## config.mk

```make
export PLATFORM = sky130hd
export DESIGN_NAME = latch_bank_wr_ctrl
export DESIGN_NICKNAME = d
export VERILOG_FILES = /design/src/rtl/latch_bank_wr_ctrl.sv
export SDC_FILE = /design/constraint.sdc
export NUM_CORES = 1
export LEC_CHECK = 0
export CORE_UTILIZATION = 50
export CTS_CLUSTER_SIZE = 8
export DETAILED_ROUTE_END_ITERATION = 6
export PLACE_DENSITY = 0.85
export SYNTH_ARGS = -nofsm -noshare
export SYNTH_HDL_FRONTEND = slang
export SYNTH_SLANG_ARGS = --single-unit
export TNS_END_PERCENT = 5
```

## constraint.sdc

```tcl
create_clock -name CLK -period 5.2 [get_ports CLK]
set_input_delay 0.52 -clock CLK [delete_from_list [all_inputs] [get_ports CLK]]
set_output_delay 0.52 -clock CLK [all_outputs]
set_load 0.01 [all_outputs]
```

## src/rtl/latch_bank_wr_ctrl.sv

```systemverilog
// Round-robin write sequencer for a latrsnq-style latch bank.
// Optional bulk preset path: LATCH_BANK_WR_CTRL_PRESET_EN.
module latch_bank_wr_ctrl #(
  parameter int NREQ      = 4,
  parameter int ROWS      = 8,
  parameter int WIDTH     = 8,
  parameter int SETUP_CYC = 1,
  parameter int OPEN_CYC  = 2,
  parameter int HOLD_CYC  = 1
) (
  input  logic                          CLK,
  input  logic                          RN,
  input  logic [NREQ-1:0]               req,
  input  logic [NREQ*$clog2(ROWS)-1:0]  req_addr,
  input  logic [NREQ*WIDTH-1:0]         req_data,
  output logic [NREQ-1:0]               ack,
  input  logic                          clr_req,
  output logic                          clr_ack,
`ifdef LATCH_BANK_WR_CTRL_PRESET_EN
  input  logic                          set_req,
  output logic                          set_ack,
`endif
  output logic [WIDTH-1:0]              lat_d,
  output logic [ROWS-1:0]               lat_e,
  output logic                          lat_rn,
  output logic                          lat_setn,
  output logic                          busy
);

  localparam int AW = $clog2(ROWS);
  localparam int PW = $clog2(NREQ);
  localparam logic [3:0] CNT_S = 4'(SETUP_CYC - 1);
  localparam logic [3:0] CNT_O = 4'(OPEN_CYC - 1);
  localparam logic [3:0] CNT_H = 4'(HOLD_CYC - 1);

`ifdef LATCH_BANK_WR_CTRL_PRESET_EN
  typedef enum logic [2:0] {
    IDLE, SETUP, OPEN, HOLD, CLEAR, DONE, PRESET
  } state_t;
`else
  typedef enum logic [2:0] {
    IDLE, SETUP, OPEN, HOLD, CLEAR, DONE
  } state_t;
`endif

  typedef enum logic [1:0] {
    OP_WR, OP_CLR, OP_SET
  } op_t;

  state_t           state, nxt;
  op_t              op, op_n;
  logic [3:0]       cnt, cnt_n;
  logic [PW-1:0]    ptr, ptr_n;
  logic [PW-1:0]    gnt, gnt_n;
  logic [PW-1:0]    arb;
  logic             hit;
  logic [AW-1:0]    addr, addr_n;
  logic [WIDTH-1:0] data, data_n;

  logic [NREQ-1:0]  ack_n;
  logic             clr_ack_n;
  logic [WIDTH-1:0] lat_d_n;
  logic [ROWS-1:0]  lat_e_n;
  logic             lat_rn_n;
  logic             lat_setn_n;
  logic             busy_n;
`ifdef LATCH_BANK_WR_CTRL_PRESET_EN
  logic             set_ack_n;
`endif

  // first requester at or after ptr, wrapping
  always_comb begin
    arb = '0;
    hit = 1'b0;
    for (int k = 0; k < NREQ; k++) begin
      int j;
      j = int'(ptr) + k;
      if (j >= NREQ) j = j - NREQ;
      if (!hit && req[j]) begin
        hit = 1'b1;
        arb = PW'(j);
      end
    end
  end

  always_ff @(posedge CLK or negedge RN) begin
    if (!RN) begin
      state <= IDLE;
      op    <= OP_WR;
      cnt   <= '0;
      ptr   <= '0;
      gnt   <= '0;
      addr  <= '0;
      data  <= '0;
    end else begin
      state <= nxt;
      op    <= op_n;
      cnt   <= cnt_n;
      ptr   <= ptr_n;
      gnt   <= gnt_n;
      addr  <= addr_n;
      data  <= data_n;
    end
  end

  always_comb begin
    nxt    = state;
    op_n   = op;
    cnt_n  = cnt;
    ptr_n  = ptr;
    gnt_n  = gnt;
    addr_n = addr;
    data_n = data;
    case (state)
      IDLE: begin
        if (clr_req) begin
          nxt   = CLEAR;
          op_n  = OP_CLR;
          cnt_n = CNT_O;
        end
`ifdef LATCH_BANK_WR_CTRL_PRESET_EN
        else if (set_req) begin
          nxt   = PRESET;
          op_n  = OP_SET;
          cnt_n = CNT_O;
        end
`endif
        else if (hit) begin
          nxt    = SETUP;
          op_n   = OP_WR;
          cnt_n  = CNT_S;
          gnt_n  = arb;
          addr_n = req_addr[int'(arb)*AW +: AW];
          data_n = req_data[int'(arb)*WIDTH +: WIDTH];
        end
      end
      SETUP: begin
        if (cnt == '0) begin
          nxt   = OPEN;
          cnt_n = CNT_O;
        end else cnt_n = cnt - 4'd1;
      end
      OPEN: begin
        if (cnt == '0) begin
          nxt   = HOLD;
          cnt_n = CNT_H;
        end else cnt_n = cnt - 4'd1;
      end
      HOLD: begin
        if (cnt == '0) nxt = DONE;
        else cnt_n = cnt - 4'd1;
      end
      CLEAR: begin
        if (cnt == '0) nxt = DONE;
        else cnt_n = cnt - 4'd1;
      end
`ifdef LATCH_BANK_WR_CTRL_PRESET_EN
      PRESET: begin
        if (cnt == '0) nxt = DONE;
        else cnt_n = cnt - 4'd1;
      end
`endif
      DONE: begin
        nxt = IDLE;
        if (op == OP_WR)
          ptr_n = (gnt == PW'(NREQ - 1)) ? '0 : gnt + PW'(1);
      end
      default: nxt = IDLE;
    endcase
  end

  // outputs are a function of the next state, then registered
  always_comb begin
    ack_n      = '0;
    clr_ack_n  = 1'b0;
    lat_d_n    = '0;
    lat_e_n    = '0;
    lat_rn_n   = (nxt != CLEAR);
    lat_setn_n = 1'b1;
    busy_n     = (nxt != IDLE);
`ifdef LATCH_BANK_WR_CTRL_PRESET_EN
    set_ack_n  = 1'b0;
    lat_setn_n = (nxt != PRESET);
`endif
    if (nxt inside {SETUP, OPEN, HOLD})
      lat_d_n = data_n;
    if (nxt == OPEN)
      lat_e_n = ROWS'(1) << addr_n;
    unique case (1'b1)
      (nxt == DONE && op_n == OP_WR):
        ack_n = NREQ'(1) << gnt_n;
      (nxt == DONE && op_n == OP_CLR):
        clr_ack_n = 1'b1;
`ifdef LATCH_BANK_WR_CTRL_PRESET_EN
      (nxt == DONE && op_n == OP_SET):
        set_ack_n = 1'b1;
`endif
      default: ;
    endcase
  end

  always_ff @(posedge CLK or negedge RN) begin
    if (!RN) begin
      ack      <= '0;
      clr_ack  <= 1'b0;
      lat_d    <= '0;
      lat_e    <= '0;
      lat_rn   <= 1'b0;
      lat_setn <= 1'b1;
      busy     <= 1'b0;
`ifdef LATCH_BANK_WR_CTRL_PRESET_EN
      set_ack  <= 1'b0;
`endif
    end else begin
      ack      <= ack_n;
      clr_ack  <= clr_ack_n;
      lat_d    <= lat_d_n;
      lat_e    <= lat_e_n;
      lat_rn   <= lat_rn_n;
      lat_setn <= lat_setn_n;
      busy     <= busy_n;
`ifdef LATCH_BANK_WR_CTRL_PRESET_EN
      set_ack  <= set_ack_n;
`endif
    end
  end

endmodule

```

==> impl_metrics.env, run 1 <==
export IMPL_status="complete, but fails checks"
export IMPL_violations="design-rule violations"
export IMPL_drive_above_1_share_pct=6.62
export IMPL_ys_warnings_count=0
export IMPL_post_route_period_util_pct=52.3
export IMPL_clock_path_buffers=2
export IMPL_seq_area_frac_synth_pct=47.9
export IMPL_synth_seq_cells=47
export IMPL_rsz0062_at_grt="false"
export IMPL_p_sw_share_pct=41.5
export IMPL_cts_made_buffers=5
export IMPL_crit_buf_inv=1
export IMPL_grt_max_degree=48
export IMPL_cp_cell_sequence="clkdlybuf4s50_1, or4_1, nand2b_1, or2_1, nand2_1, nor3_1"
export IMPL_cp_start_kind="primary input"
export IMPL_cts_hold_buf=0
export IMPL_synthCells=249
export IMPL_antenna_found_initial=0
export IMPL_wl_per_cell_um=14.7
export IMPL_final_cell_area_sq_um=3270
export IMPL_vias_per_cell=5.49
export IMPL_n_fill_cell=369
export IMPL_pwr_density_cell_nw_per_um2=489
export IMPL_endpoint="lat_e[1]"
export IMPL_nets=370
export IMPL_r2r_setup_slack_ns=2.83
export IMPL_syn_area_sq_um=2450
export IMPL_clockRootBuffer="clkbuf_8"
export IMPL_vdd_drop_max_mv=0.306
export IMPL_h_tree_depth=2
export IMPL_track_usage_pct=22.8
export IMPL_setup_violations=0
export IMPL_max_cap_violations=0
export IMPL_synth_edf_count=0
export IMPL_p_sw_mw=0.663
export IMPL_setup_tns_ns=0
export IMPL_synth_avg_cell_area_sq_um=9.85
export IMPL_postRouteAntennaNets=0
export IMPL_slew_headroom_pct=26.3
export IMPL_synth_ff_type="dfrtp_1"
export IMPL_r2r_end="addr[0]"
export IMPL_placed_area_sq_um=3180
export IMPL_die_y_um=72.1
export IMPL_io_pins=75
export IMPL_fin_crit_ns=2.72
export IMPL_coreArea_sq_um=4720
export IMPL_power_frac_clock_pct=13.9
export IMPL_start_util_pct=51.9
export IMPL_seq_area_sq_um=1180
export IMPL_synth_nets=303
export IMPL_crit_required_ns=5.42
export IMPL_comb_power_share_pct=48.4
export IMPL_area_delta_synth_final_pct=33.1
export IMPL_layoutNonFillerInstCount=384
export IMPL_port_buffers=73
export IMPL_cp_depth=6
export IMPL_drt_pass1_iterations=6
export IMPL_yosys_top_cells_count="dfrtp_1, nand2_1, nor2_1"
export IMPL_cpLargestDelayFamily="simple AND/OR/NAND/NOR gates"
export IMPL_synth_async_reset_ratio_pct=100
export IMPL_wirelength_um=5630
export IMPL_slowest_delay_ns=0.69
export IMPL_cts_sinks=47
export IMPL_dr_total_vias=2107
export IMPL_cts_resized=0
export IMPL_fmax_mhz=367
export IMPL_die_x_um=72.1
export IMPL_fin_skew_ns=0.00705
export IMPL_p_int_mw=0.933
export IMPL_p_leak_nw=1.40
export IMPL_yosysUniqueCellTypes=46
export IMPL_overflow=0
export IMPL_rows=25
export IMPL_dp_hpwl_um=4140
export IMPL_tritoncts="done"
export IMPL_power_mw=1.60
export IMPL_critical_path_slowest_cell="or2_1"
export IMPL_r2r_cells=6
export IMPL_end_kind="flip-flop"
export IMPL_r2r_start="ptr[1]"
export IMPL_worstSetupPathType="primary input to flip-flop"
export IMPL_min_path_type="primary input to asynchronous set/reset pin"
export IMPL_grt_pass1_wl_um=9060
export IMPL_finalHoldViolCount=0
export IMPL_drc=2
export IMPL_grt_pass1_vias=1959
export IMPL_antenna_cells=0
export IMPL_yosysMostFrequentCell="dfrtp_1"
export IMPL_crit_fanout=27
export IMPL_multiInputGateArea_sq_um=1170
export IMPL_whs_ns=0.387
export IMPL_dieArea_sq_um=5190
export IMPL_startpoint="req[2]"
export IMPL_first_iter_violations=129
export IMPL_synth_top_cell_by_area="dfrtp_1"
export IMPL_post_cts_buffers=0
export IMPL_seqPwrFrac_pct=37.7
export IMPL_gp_congestion=0.811
export IMPL_synth_area_leaders="dfrtp_1, nand2_1, mux2i_1"
export IMPL_worst_slew_pin_slew_ns=1.10
export IMPL_cp_data_arrival_time_ns=2.95
export IMPL_placedCellCount=376
export IMPL_clock_latency_ns=0.30
export IMPL_yosys_area_top_type_share_pct=47.9
export IMPL_slew_viol_final=0
export IMPL_clkTransAtPathRegs_ns=0.09
[power by group through the flow]
stage               Combinational [mW]  Sequential, mW  Clock, mW
floorplan                        0.579           0.578          0
global placement                 0.742           0.606          0
detailed placement               0.770           0.608          0
CTS                              0.774           0.601      0.222
global route                     0.863           0.621      0.239
finish                           0.773           0.602      0.222
[cells by family (layout without fill, tap and decap cells)]
family / Yosys count / in the layout / share of synthesized area (%)
multiplexers: 17 / 17 / 8.26
adder cells (fa/ha/maj): 4 / 4 / 1.94
flip-flops: 47 / 47 / 47.9
AO/OA/AOI/OAI: 59 / 59 / 17.1
other: 1 / 1 / 0.153
XOR/XNOR: 1 / 1 / 0.357
AND/OR/NAND/NOR: 101 / 101 / 19.9
buffers and inverters: 19 / 87 / 4.39
[area by class of cell]
class                   count  area share (%)
flip-flops and latches     47            36.0
clock inverters             3           0.613
inverters                   6           0.689
well taps                  67            2.57
clock buffers               5            2.11
repair buffers             73            22.2
multi-input cells         183            35.8
[per-stage QoR]
step / util (%) / worst slack [ns]
3_3_place_gp: 67.3 / 2.21
4_1_cts: 69.2 / 2.46
5_1_grt: 69.2 / 2.27
2_1_floorplan: - / 3.25
6_report: 69.2 / 2.48
3_5_place_dp: 67.3 / 2.14
[placed cells by master (no fill, tap or decap), types with 2 or more instances in the layout]
master	n
a211o_1	8
clkinvlp_4	2
o21ai_1	8
dfrtp_1	47
nand2b_1	2
nor3b_1	8
nand3_1	6
a211oi_1	8
or3_1	3
o21bai_1	2
and2_1	2
o21ai_0	15
or2_1	2
mux4_2	2
clkbuf_8	5
ha_1	3
nor2b_1	2
a21oi_1	6
clkdlybuf4s50_1	72
a22o_1	3
nor2_1	22
o31ai_1	2
inv_1	6
nor4_1	3
nand2_1	37
mux2_2	2
nor3_1	8
mux2i_1	12
[sequential cells by signal, indices dropped and copies added, names as in the netlist, 2 cells and up]
name   cells
lat_e      8
ack        4
addr       3
cnt        4
gnt        2
op         2
lat_d      8
data       8
ptr        2
state      3
[worst min path at each step]
stage             from        to
2_1_floorplan       RN    ack[0]
3_3_place_gp   data[7]   data[7]
3_5_place_dp   data[3]   data[3]
4_1_cts             RN  lat_d[3]
5_1_grt             RN  lat_d[2]
6_report            RN  lat_d[5]
[layer usage]
layer  vias up  share of wire [%]  track usage, %
met3         5                4.1            5.56
li1       1015                  -               -
met2        56                 51            38.6
met5         -                  0               0
met4         0               0.98            5.88
met1      1031                 44            29.7
(Power assumes the default switching activity.)
==> run 2: changes to the inputs <==
--- a/config.mk
+++ b/config.mk
@@ -5,10 +5,10 @@
 export SDC_FILE = /design/constraint.sdc
 export NUM_CORES = 1
 export LEC_CHECK = 0
-export CORE_UTILIZATION = 50
+export CORE_UTILIZATION = 47
 export CTS_CLUSTER_SIZE = 8
 export DETAILED_ROUTE_END_ITERATION = 6
-export PLACE_DENSITY = 0.85
+export PLACE_DENSITY = 0.8
 export SYNTH_ARGS = -nofsm -noshare
 export SYNTH_HDL_FRONTEND = slang
 export SYNTH_SLANG_ARGS = --single-unit
==> constraint.sdc (replaced) <==
create_clock -name CLK -period 2.75 [get_ports CLK]
set_input_delay 0.275 -clock CLK [delete_from_list [all_inputs] [get_ports CLK]]
set_output_delay 0.275 -clock CLK [all_outputs]
set_load 0.01 [all_outputs]
==> impl_metrics.env, run 2 (synthesis results as in run 1) <==
export IMPL_crit_fanout=7
export IMPL_r2r_cells=7
export IMPL_post_route_period_util_pct=79.3
export IMPL_start_util_pct=50.3
export IMPL_cp_cell_sequence="inv_1, ha_1, nor3b_2, and2_1, a21oi_1, or3_1, nor4_1"
export IMPL_cp_start_kind="flip-flop"
export IMPL_gp_congestion=0.803
export IMPL_critical_path_slowest_cell="dfrtp_1"
export IMPL_nets=376
export IMPL_max_cap_violations=0
export IMPL_fin_crit_ns=2.18
export IMPL_area_delta_synth_final_pct=36.9
export IMPL_tritoncts="done"
export IMPL_min_path_type="primary input to asynchronous set/reset pin"
export IMPL_wirelength_um=5680
export IMPL_cts_sinks=47
export IMPL_setup_violations=0
export IMPL_cp_data_arrival_time_ns=2.38
export IMPL_drc=0
export IMPL_final_cell_area_sq_um=3360
export IMPL_largest_registers="data (8), lat_d (8), lat_e (8)"
export IMPL_vdd_drop_max_mv=0.535
export IMPL_antenna_found_initial=0
export IMPL_wl_per_cell_um=14.6
export IMPL_power_mw=3.24
export IMPL_setup_tns_ns=0
export IMPL_p_leak_nw=1.46
export IMPL_grt_pass1_vias=1969
export IMPL_whs_ns=0.150
export IMPL_grt_max_degree=48
export IMPL_rsz0062_at_grt="false"
export IMPL_slowest_delay_ns=0.44
export IMPL_vias_per_cell=5.35
export IMPL_fmax_mhz=458
export IMPL_layout_setup_ws_ns=0.569
export IMPL_cts_hold_buf=0
export IMPL_cts_resized=0
export IMPL_clock_path_buffers=2
export IMPL_antenna_cells=0
export IMPL_io_pins=75
export IMPL_mostFrequentLayoutCell="clkdlybuf4s50_1"
export IMPL_crit_buf_inv=1
export IMPL_coreArea_sq_um=4880
export IMPL_cp_depth=7
export IMPL_overflow=0
export IMPL_worst_slew_pin_slew_ns=1.01
export IMPL_pwr_density_cell_nw_per_um2=963
export IMPL_first_iter_violations=66
export IMPL_slew_viol_final=0
export IMPL_drt_pass1_iterations=4
export IMPL_placedCellCount=382
export IMPL_h_tree_depth=2
export IMPL_layoutNonFillerInstCount=390
export IMPL_clkTransAtPathRegs_ns=0.09
export IMPL_dieArea_sq_um=5510
export IMPL_worstSetupPathType="flip-flop to flip-flop"
export IMPL_port_buffers=73
export IMPL_slew_headroom_pct=32.5
export IMPL_post_cts_buffers=0
export IMPL_grt_pass1_wl_um=8970
export IMPL_crit_required_ns=2.95
export IMPL_rows=25
export IMPL_final_util_pct=68.8
export IMPL_cts_made_buffers=5
export IMPL_die_y_um=74.3
export IMPL_finalHoldViolCount=0
export IMPL_track_usage_pct=21.7
export IMPL_seq_area_sq_um=1180
export IMPL_fin_skew_ns=0.00304
export IMPL_postRouteAntennaNets=0
export IMPL_final_cell_mix="clkdlybuf4s50_1, dfrtp_1, nand2_1, nor2_1, o21ai_0"
export IMPL_placed_area_sq_um=3220
export IMPL_multiInputGateArea_sq_um=1170
export IMPL_n_fill_cell=401
export IMPL_drive_above_1_share_pct=8.36
export IMPL_dp_slack_ns=0.261
export IMPL_clockRootBuffer="clkbuf_8"
export IMPL_die_x_um=74.3
export IMPL_status="completed"
export IMPL_dr_total_vias=2085
export IMPL_dp_hpwl_um=4310
export IMPL_cpLargestDelayFamily="simple AND/OR/NAND/NOR gates"
export IMPL_end_kind="flip-flop"
export IMPL_clock_latency_ns=0.29
-- run 2: per-layer routing --
metal / GRT usage (%) / routed length, um / vias to the layer above
met5: 0 / 0 / -
met4: 6.29 / 43 / 0
met3: 3.93 / 278 / 2
met2: 37.2 / 2940 / 63
met1: 28.3 / 2420 / 994
li1: - / - / 1026
-- run 2: worst paths after layout --
path                            startpoint       end  slack (ns)
worst min-delay path                    RN   clr_ack        0.15
worst min register to register     data[3]   data[3]        0.48
worst max-delay path                cnt[0]  lat_e[0]        0.57
min in group CLK                   data[3]   data[3]        0.48
worst max register to register      cnt[0]  lat_e[0]        0.57
max in group asynchronous               RN   data[6]        1.98
-- run 2: power by group --
part | switching, mW | internal [mW]
combinational | 0.829 | 0.702
sequential | 0.191 | 0.924
clock | 0.227 | 0.362
total | 1.25 | 1.99
-- run 2: worst reg2reg max path, cell delays in order (launching register included) --
cell     delay, ns
dfrtp_1       0.44
inv_1         0.12
ha_1          0.17
nor3b_2       0.39
and2_1        0.28
a21oi_1       0.10
or3_1         0.39
nor4_1        0.18
-- run 2: layout make-up --
type | instances | area share, %
multi-input combinational | 183 | 34.8
tap | 67 | 2.50
clock buffer | 5 | 2.05
inverter | 6 | 0.670
timing repair buffer | 79 | 22.9
sequential | 47 | 35.0
clock inverter | 3 | 2.01
